==> config.mk <==
export PLATFORM = sky130hd
export DESIGN_NAME = alu_arbiter
export DESIGN_NICKNAME = d
export VERILOG_FILES = /design/src/rtl/alu_arbiter.sv
export SDC_FILE = /design/constraint.sdc
export NUM_CORES = 1
export LEC_CHECK = 0
export CAP_MARGIN = 5
export CORE_MARGIN = 2
export CORE_UTILIZATION = 48
export DETAILED_ROUTE_END_ITERATION = 8
export PLACE_DENSITY = 0.82
export SLEW_MARGIN = 15
export SYNTH_ARGS = -nofsm -noshare
export SYNTH_HDL_FRONTEND = slang
export SYNTH_SLANG_ARGS = --single-unit
export TNS_END_PERCENT = 1
==> constraint.sdc <==
create_clock -name clk -period 3.1 [get_ports clk]
set_input_delay 0.62 -clock clk [delete_from_list [all_inputs] [get_ports clk]]
set_output_delay 0.62 -clock clk [all_outputs]
set_load 0.01 [all_outputs]
==> src/rtl/alu_arbiter.sv <==
// Two-requester round-robin arbiter in front of one shared 4-bit ALU,
// with a single registered response slot and a consumed-response counter.
module alu_arbiter #(
    parameter bit PRIO_INIT = 1'b0
) (
    input  logic       clk,
    input  logic       rst_n,
    input  logic       req0_valid,
    output logic       req0_ready,
    input  logic [2:0] req0_func,
    input  logic [3:0] req0_a,
    input  logic [3:0] req0_b,
    input  logic       req1_valid,
    output logic       req1_ready,
    input  logic [2:0] req1_func,
    input  logic [3:0] req1_a,
    input  logic [3:0] req1_b,
    output logic       rsp_valid,
    input  logic       rsp_ready,
    output logic       rsp_id,
    output logic [3:0] rsp_result,
    output logic       rsp_z,
    output logic       rsp_l,
    output logic [7:0] ops_done
);

    logic       prio;
    logic       grant0;
    logic       grant1;
    logic       slot_free;
    logic       accept;
    logic       consume;
    logic       both;
    logic [2:0] alu_func;
    logic [3:0] alu_a;
    logic [3:0] alu_b;
    logic [3:0] alu_res;
    logic       alu_z;
    logic       alu_l;

    assign both      = req0_valid && req1_valid;
    assign grant0    = req0_valid && (!req1_valid || !prio);
    assign grant1    = req1_valid && (!req0_valid || prio);
    assign slot_free = !rsp_valid || rsp_ready;

    // Readies are forced low while reset is asserted.
    assign req0_ready = rst_n && slot_free && grant0;
    assign req1_ready = rst_n && slot_free && grant1;

    assign accept  = (req0_valid && req0_ready) || (req1_valid && req1_ready);
    assign consume = rsp_valid && rsp_ready;

    assign alu_func = grant1 ? req1_func : req0_func;
    assign alu_a    = grant1 ? req1_a    : req0_a;
    assign alu_b    = grant1 ? req1_b    : req0_b;

    always_comb begin
        alu_res = 4'h0;
        alu_z   = 1'b0;
        alu_l   = 1'b0;
        unique case (alu_func)
            3'd0: alu_res = alu_a + alu_b;
            3'd1: alu_res = alu_a - alu_b;
            3'd2: alu_res = ~alu_a;
            3'd3: alu_res = alu_a & alu_b;
            3'd4: alu_res = alu_a | alu_b;
            3'd5: alu_res = alu_a ^ alu_b;
            3'd6: alu_l   = (alu_a < alu_b);
            3'd7: alu_z   = (alu_a == alu_b);
        endcase
    end

    always_ff @(posedge clk) begin
        if (!rst_n) begin
            rsp_valid  <= 1'b0;
            rsp_id     <= 1'b0;
            rsp_result <= 4'h0;
            rsp_z      <= 1'b0;
            rsp_l      <= 1'b0;
            ops_done   <= 8'h00;
            prio       <= PRIO_INIT;
        end else begin
            if (accept) begin
                rsp_valid  <= 1'b1;
                rsp_id     <= grant1;
                rsp_result <= alu_res;
                rsp_z      <= alu_z;
                rsp_l      <= alu_l;
            end else if (consume) begin
                rsp_valid <= 1'b0;
            end
            if (consume) begin
                ops_done <= ops_done + 8'd1;
            end
            // Only a contested grant hands priority to the other side.
            if (accept && both) begin
                prio <= ~prio;
            end
        end
    end

endmodule

==> results of run 1 <==
[power by group]
group / internal, mW / switching [mW]
Sequential: 0.228 / 0.00709
Combinational: 0.159 / 0.138
Clock: 0.0500 / 0.0690
[synth_stat cells (all sizes together) (2+ instances only)]
cell type,number
and2,11
nand2,14
buf,5
nand3b,3
o211ai,2
nand3,5
a21boi,5
mux2i,9
nor2b,3
nor4,2
ha,13
clkbuf,2
o21ai,8
nor3,3
a31oi,3
o21bai,2
inv,13
mux2,9
fa,2
and3,2
nor2,5
nand2b,8
a21oi,9
xnor2,8
or3,6
dfxtp,17
o22ai,2
nand4,3
[area by class of cell]
type / instances / area share
sequential: 17 / 0.154
inverter: 13 / 0.0221
multi-input combinational: 150 / 0.518
tap: 44 / 0.0249
timing repair buffer: 63 / 0.269
clock buffer: 4 / 0.0119
[per-layer routing]
metal,part of all wire,global-route usage
met1,0.48,0.316
met2,0.48,0.381
met3,0.041,0.0504
met4,0,0.0124
met5,0,0
[placed cells by master (no fill, tap or decap), types with 4 or more instances in the layout]
cell type,Yosys,layout
ha_1,13,13
inv_1,13,13
clkdlybuf4s50_1,0,44
nand3_1,5,5
xnor2_1,8,8
buf_4,1,18
and2_1,10,10
o21ai_0,6,6
dfxtp_1,17,17
a21oi_1,8,8
a21boi_0,5,5
mux2i_1,8,8
nand2_1,13,13
or3_1,6,6
nor2_1,5,5
mux2_2,4,4
nand2b_1,7,7
[worst max-delay path: stages]
cell and delay [ns]:
clkdlybuf4s50_1 0.50, nand2b_2 0.09, nand2_4 0.17, mux2_2 0.37, ha_1 0.25, fa_1 0.55
mux2i_1 0.06, or3_1 0.31, a31oi_1 0.18
[flip-flops by register name, summed over array words and instances, names as in the netlist]
signal      cells
ops_done        8
rsp_z           1
rsp_result      4
rsp_l           1
prio            1
rsp_valid       1
rsp_id          1
[worst paths after layout]
path	slack, ns	end	start	cells after the start
setup / recovery	0.21	rsp_result[1]$_SDFFE_PN0P_	req0_valid	9
hold / removal	0.46	rsp_id$_SDFFE_PN0P_	rsp_id$_SDFFE_PN0P_	2
setup reg to reg	0.57	rsp_result[1]$_SDFFE_PN0P_	prio$_SDFFE_PN0P_	8
hold reg to reg	0.46	rsp_id$_SDFFE_PN0P_	rsp_id$_SDFFE_PN0P_	2
[per-stage QoR]
stage | power, mW | instance area [um^2] | worst slack [ns] | setup TNS [ns]
global route | 0.696 | 2210 | 0.0708 | 0
floorplan | 0.409 | 1580 | 0.188 | 0
global placement | 0.527 | 2180 | 0.00542 | 0
finish | 0.651 | 2210 | 0.208 | 0
detailed placement | 0.534 | 2180 | -0.0808 | -0.161
CTS | 0.652 | 2210 | 0.217 | 0
[cells by family (layout without fill, tap and decap cells)]
logic type	count (synthesis)	in the layout
AOI/OAI and AO/OA	40	40
xor gates and xnor gates	9	9
adders and majority gates	15	15
buffers and inverters	20	80
DFF	17	17
muxes	18	18
and+or+nand+nor	68	68
==> summary.txt, run 1 <==
Floorplanning
  • Die area: roughly 3800 um^2
  • Initial core utilization: 0.512
  • Core region area: between 3000 and 4000 um^2
  • Site row count: 20
  • Io pins: 45
  • DIE WIDTH: 61.3 um
  • Die height: ~60 um

Yosys
  • Post-synth EDFFs: 0
  • Post-synthesis mux area share: 0.129
  • Mapped Area: about 1600 um^2
  • Mapped Cells: approximately 190
  • Seq/Total Area, Yosys: 0.216
  • Synth Flop Type: dfxtp_1
  • Syn_area_per_cell: 8.43 um^2
  • Post-synth ARST share: 0
  • Yosys top cell by area: dfxtp_1
  • Xor-xnor portion of the synthesized cell area: 0.0500
  • Share of the synthesized area in the top cell type: 0.216
  • Main combinational cell family by area after synthesis: simple AND/OR/NAND/NOR gates
  • Syn nets: 229
  • Synth Register Bits: 17
  • Simple-gate share of the synthesized area: 0.247
  • Post-synthesis compound-gate area fraction: 0.172
  • Area contributors post-synth: dfxtp_1 (22%), ha_1 (10%), mux2i_1 (5.1%), xnor2_1 (4.4%), and2_1 (4.0%)
  • Ys Warns: 0
  • Distinct cell type count of the synthesized netlist: 52
  • Area share of fa/ha/maj cells after synthesis: 0.129

Detailed routing
  • Drt first pass iters: 4
  • Vias/cell: between 5 and 6
  • WL final: about 3900 um
  • Vias: approximately 1,500
  • Starting DRT DRC Count: 69
  • WL per Instance: approximately 14 um
  • Antenna-violating nets left: 0
  • Final routed DRC violation total: 0

CTS
  • Post-CTS Setup Repair Bufs: 0
  • H-tree depth: 1
  • CTS buffer count: 3
  • Post-CTS resize count: 0
  • CTS Sinks: 17
  • CTS tree: built
  • Cts hold-fix bufs: 0
  • Clk buf depth: 2
  • Worst-path clk slew: ~0.10 ns
  • Clk_lat worst skew: between 0.2 and 0.3 ns
  • CTS root buf: clkbuf_4

STA
  • WHS: ~0.46 ns
  • Max-slew headroom: 0.392
  • Setup Skew: 0.00144 ns
  • Max Freq: around 350 MHz
  • Unrepaired setup endpoints after global routing: false
  • Final period utilization: 0.933
  • Slew @ Worst Pin: 0.906 ns
  • Final setup fails: 0
  • Fin. Hold Viols: 0
  • Max-slew violation count: 0
  • Post-layout minimum cycle time: 2.89 ns

Place
  • Placed cell count: between 200 and 300
  • GPL Wtd Cong: a little under 0.9
  • I/O Buffers: 44
  • Dpl hpwl: 3220 um

Final layout
  • Multi-input logic area: between 1000 and 1500 um^2
  • Fillers: ~260
  • N_diodes: 0
  • Layout net count: 290
  • Layout cell share with drive strength beyond 1: 0.134
  • Synth-to-layout area growth: 40.2%
  • Non-filler cells, final: around 290
  • Final core occ: 0.718
  • FF/Latch Area: 340 um^2

Outcome
  • Status: finished clean

Critical path
  • Crit Path Max Fanout: 11
  • CP Class: in2reg
  • Setup crit start kind: input port
  • Arrival @ worst endpoint: between 3 and 4 ns
  • Critical path data required time: between 3 and 4 ns
  • Crit end category: register

Global route
  • Global-route wire length before repair: about 6500 um
  • Vias in the first global route: 1,434
  • Overflow after GRT: 0
  • Initial antenna violation count: 0
  • All-Layer GR Usage: 0.228
  • Largest net degree at the start of global routing: 14

Power
  • PwrDens: approximately 290 nW/um^2
  • VDD IR max: 0.240 mV
  • P_leak: 0.928 nW

Hold path
  • Hold Path Class: reg2reg

Flow run
  • Max-cap viol count: 0
Power figures use the tool's default switching activity.
==> run 2: changes to the inputs <==
--- a/config.mk
+++ b/config.mk
@@ -6,11 +6,12 @@
 export NUM_CORES = 1
 export LEC_CHECK = 0
 export CAP_MARGIN = 5
-export CORE_MARGIN = 2
+export CORE_MARGIN = 8
 export CORE_UTILIZATION = 48
 export DETAILED_ROUTE_END_ITERATION = 8
+export GPL_TIMING_DRIVEN = 0
 export PLACE_DENSITY = 0.82
-export SLEW_MARGIN = 15
+export SLEW_MARGIN = 20
 export SYNTH_ARGS = -nofsm -noshare
 export SYNTH_HDL_FRONTEND = slang
 export SYNTH_SLANG_ARGS = --single-unit
==> run 2 against run 1 <==
  * Cell count decreased by 4.5%
  * Critical endpoint is now req0_ready
  * First-iteration DRC count grew 32%
  * Fmax rose by 3.4%
  * Global-route usage down 8.3 points
==> summary.txt, run 2 (synthesis gave the netlist of run 1 again) <==
CTS
  • Clk buf depth: 2 (unchanged)
  • Clk_lat worst skew: 0.29 ns (about the same)
  • H-tree depth: 1 (unchanged)
  • Cts hold-fix bufs: 0 (unchanged)
  • CTS tree: built
  • CTS buffer count: 3 (unchanged)
  • CTS Sinks: 17 (unchanged)
  • CTS root buf: clkbuf_4
  • Worst-path clk slew: 0.09 ns (about the same)

STA
  • Post-layout minimum cycle time: 2.80 ns (-0.0952 ns)
  • Setup Skew: 0.00877 ns (+0.00733 ns)
  • Final period utilization: 0.902 (-0.0307)
  • Unrepaired setup endpoints after global routing: false
  • Final setup fails: 0 (unchanged)
  • Fin. Hold Viols: 0 (unchanged)
  • Max-slew headroom: 0.699 (+0.307)
  • Max-slew violation count: 0 (unchanged)
  • Slew @ Worst Pin: 0.449 ns (-0.458 ns)
  • Max Freq: 358 MHz (+3.4%)

Final layout
  • Top flop regs: ops_done: 8 flops, rsp_result: 4 flops
  • Layout net count: 275 (-5.2%)
  • Multi-input logic area: 1140 um^2 (unchanged)
  • FF/Latch Area: 340 um^2 (unchanged)
  • Layout cell share with drive strength beyond 1: 0.0819 (-0.0517)
  • Fillers: 297 (+15%)
  • Commonest non-fill, non-tap cells in the layout: clkdlybuf4s50_1 (41), dfxtp_1 (17), inv_1 (13), nand2_1 (13), ha_1 (13)
  • Most common cell after layout, fill and taps aside: clkdlybuf4s50_1
  • Final core occ: 0.646 (-0.0725)
  • N_diodes: 0 (unchanged)
  • Synth-to-layout area growth: 32.4%
  • Number of flip-flops in the largest register: 8 (unchanged)
  • Reg with most FFs: ops_done

Power
  • Gate power share: 0.430 (-0.026)
  • NetSw: 0.202 mW (-5.8%)
  • PwrDens: 295 nW/um^2 (about the same)
  • Flop pwr share: 0.384 (+0.023)
  • VDD IR max: 0.224 mV (-6.7%)
  • Switching portion of total power: 0.328 (-0.000722)
  • Clock share of power: 0.186 (+0.003)
  • Pint: 0.413 mW (-5.4%)
  • Final Power: 0.615 mW (-5.5%)
  • P_leak: 0.861 nW (-7.2%)

Place
  • Dpl hpwl: 3210 um (-0.26%)
  • I/O Buffers: 42 (-4.5%)
  • GPL Wtd Cong: 0.885 (+1.3%)

Global route
  • GR Util met3: 0.0341 (-0.0163)
  • Initial antenna violation count: 0 (unchanged)
  • Vias in the first global route: 1,475 (+2.9%)
  • Met1 Resource Use GR: 0.178 (-0.138)
  • Global-route wire length before repair: 6400 um (-1.7%)
  • All-Layer GR Usage: 0.145 (-0.0825)
  • Overflow after GRT: 0 (unchanged)
  • GR peak layer: met2
  • Largest net degree at the start of global routing: 20 (+6)
  • Global routing usage on met2: 0.250 (-0.131)

Detailed routing
  • WL per Instance: 13.9 um (+2.9%)
  • Vias: 1,494 (-3.0%)
  • WL final: 3870 um (-1.7%)
  • Vias/cell: 5.37 (+1.5%)
  • Final routed DRC violation total: 0 (unchanged)
  • Drt first pass iters: 4 (unchanged)
  • Starting DRT DRC Count: 91 (+32%)
  • Antenna-violating nets left: 0 (unchanged)

Critical path
  • CP Cell Sequence: clkdlybuf4s50_1 > nand2b_1 > and2_1 > and3_1 > clkdlybuf4s50_1
  • CP Class: in2out
  • R2r setup slk: 0.42 ns (-0.15 ns)
  • Buffers & Inverters on Critical Path: 2 (+1)
  • Crit end category: primary output
  • Slowest CP cell: clkdlybuf4s50_1
  • Critical path data required time: 2.48 ns (-0.84 ns)
  • Setup crit start kind: input port
  • Most used cell, CP: clkdlybuf4s50_1
  • Worst path top cell family by delay: buffers and inverters
  • Crit Path Max Fanout: 4 (-7)
  • Arrival @ worst endpoint: 2.18 ns (-0.93 ns)
  • Critical Path Max Stage Delay: 0.55 ns (about the same)

Outcome
  • Status: finished clean

Flow run
  • Max-cap viol count: 0 (unchanged)

Floorplanning
  • Initial core utilization: 0.488 (-0.0244)
  • Die height: 73.3 um (+20%)
  • DIE WIDTH: 73.3 um (+20%)
  • Die area: 5370 um^2 (+43%)
  • Site row count: 21 (+5.0%)
  • Core region area: 3230 um^2 (+5.0%)
  • Io pins: 45 (unchanged)

Hold path
  • Hold Path Class: reg2reg
run 2: changes by cell type in the layout (fill, tap and decap cells not counted), sizes merged:
| cell | before | now |
|---|---|---|
| buf | 19 | 4 |
| clkdlybuf4s50 | 44 | 41 |
| clkbuf | 4 | 6 |
| dlymetal6s2s | 0 | 1 |
run 2: power groups by stage:
stage | clock (mW) | sequential (mW) | combinational, mW
4_1_cts | 0.116 | 0.236 | 0.263
6_report | 0.114 | 0.236 | 0.265
2_1_floorplan | 0 | 0.243 | 0.166
5_1_grt | 0.124 | 0.237 | 0.291
3_5_place_dp | 0 | 0.241 | 0.262
3_3_place_gp | 0 | 0.241 | 0.258
run 2: through the flow:
step	hold slack [ns]	area (um^2)	std cells	setup slack (ns)	TNS, ns
final	0.476	2090	278	0.303	0
after global routing	0.514	2090	278	0.233	0
after global placement	0.444	2050	275	-0.549	-2.38
after CTS	0.479	2080	278	0.0149	0
after floorplan	0.480	1580	187	0.188	0
after detailed placement	0.466	2050	275	-0.545	-2.37
run 2: worst paths after layout:
kind,depth (start not counted),to,startpoint
setup reg to reg,11,rsp_result[3]$_SDFFE_PN0P_,prio$_SDFFE_PN0P_
hold / removal,2,rsp_id$_SDFFE_PN0P_,rsp_id$_SDFFE_PN0P_
setup / recovery,5,req0_ready,rsp_ready
hold reg to reg,2,rsp_id$_SDFFE_PN0P_,rsp_id$_SDFFE_PN0P_
run 2: worst min-delay path, stage by stage (launching register included):
cell and delay [ns]:
dfxtp_1 0.33, nand2_1 0.05, o22ai_1 0.05
run 2: layout make-up:
class                      instances  area share
timing repair buffer              42       0.203
buffer                             6      0.0222
inverter                          13      0.0234
clock buffer                       4      0.0126
tap                               46      0.0276
multi-input combinational        150       0.549
sequential                        17       0.163
run 2: layer usage:
metal  routed length (um)  vias up
met5                    0        -
li1                     -      754
met3                  252        4
met2                 1850       42
met4                   32        0
met1                 1730      694
run 2: what timing repair did:
item | in CTS | in global routing
resized for setup | 1 | 2
endpoints found under the setup margin | 5 | 5
buffers inserted | 0 | 0
pin swaps | 0 | 1
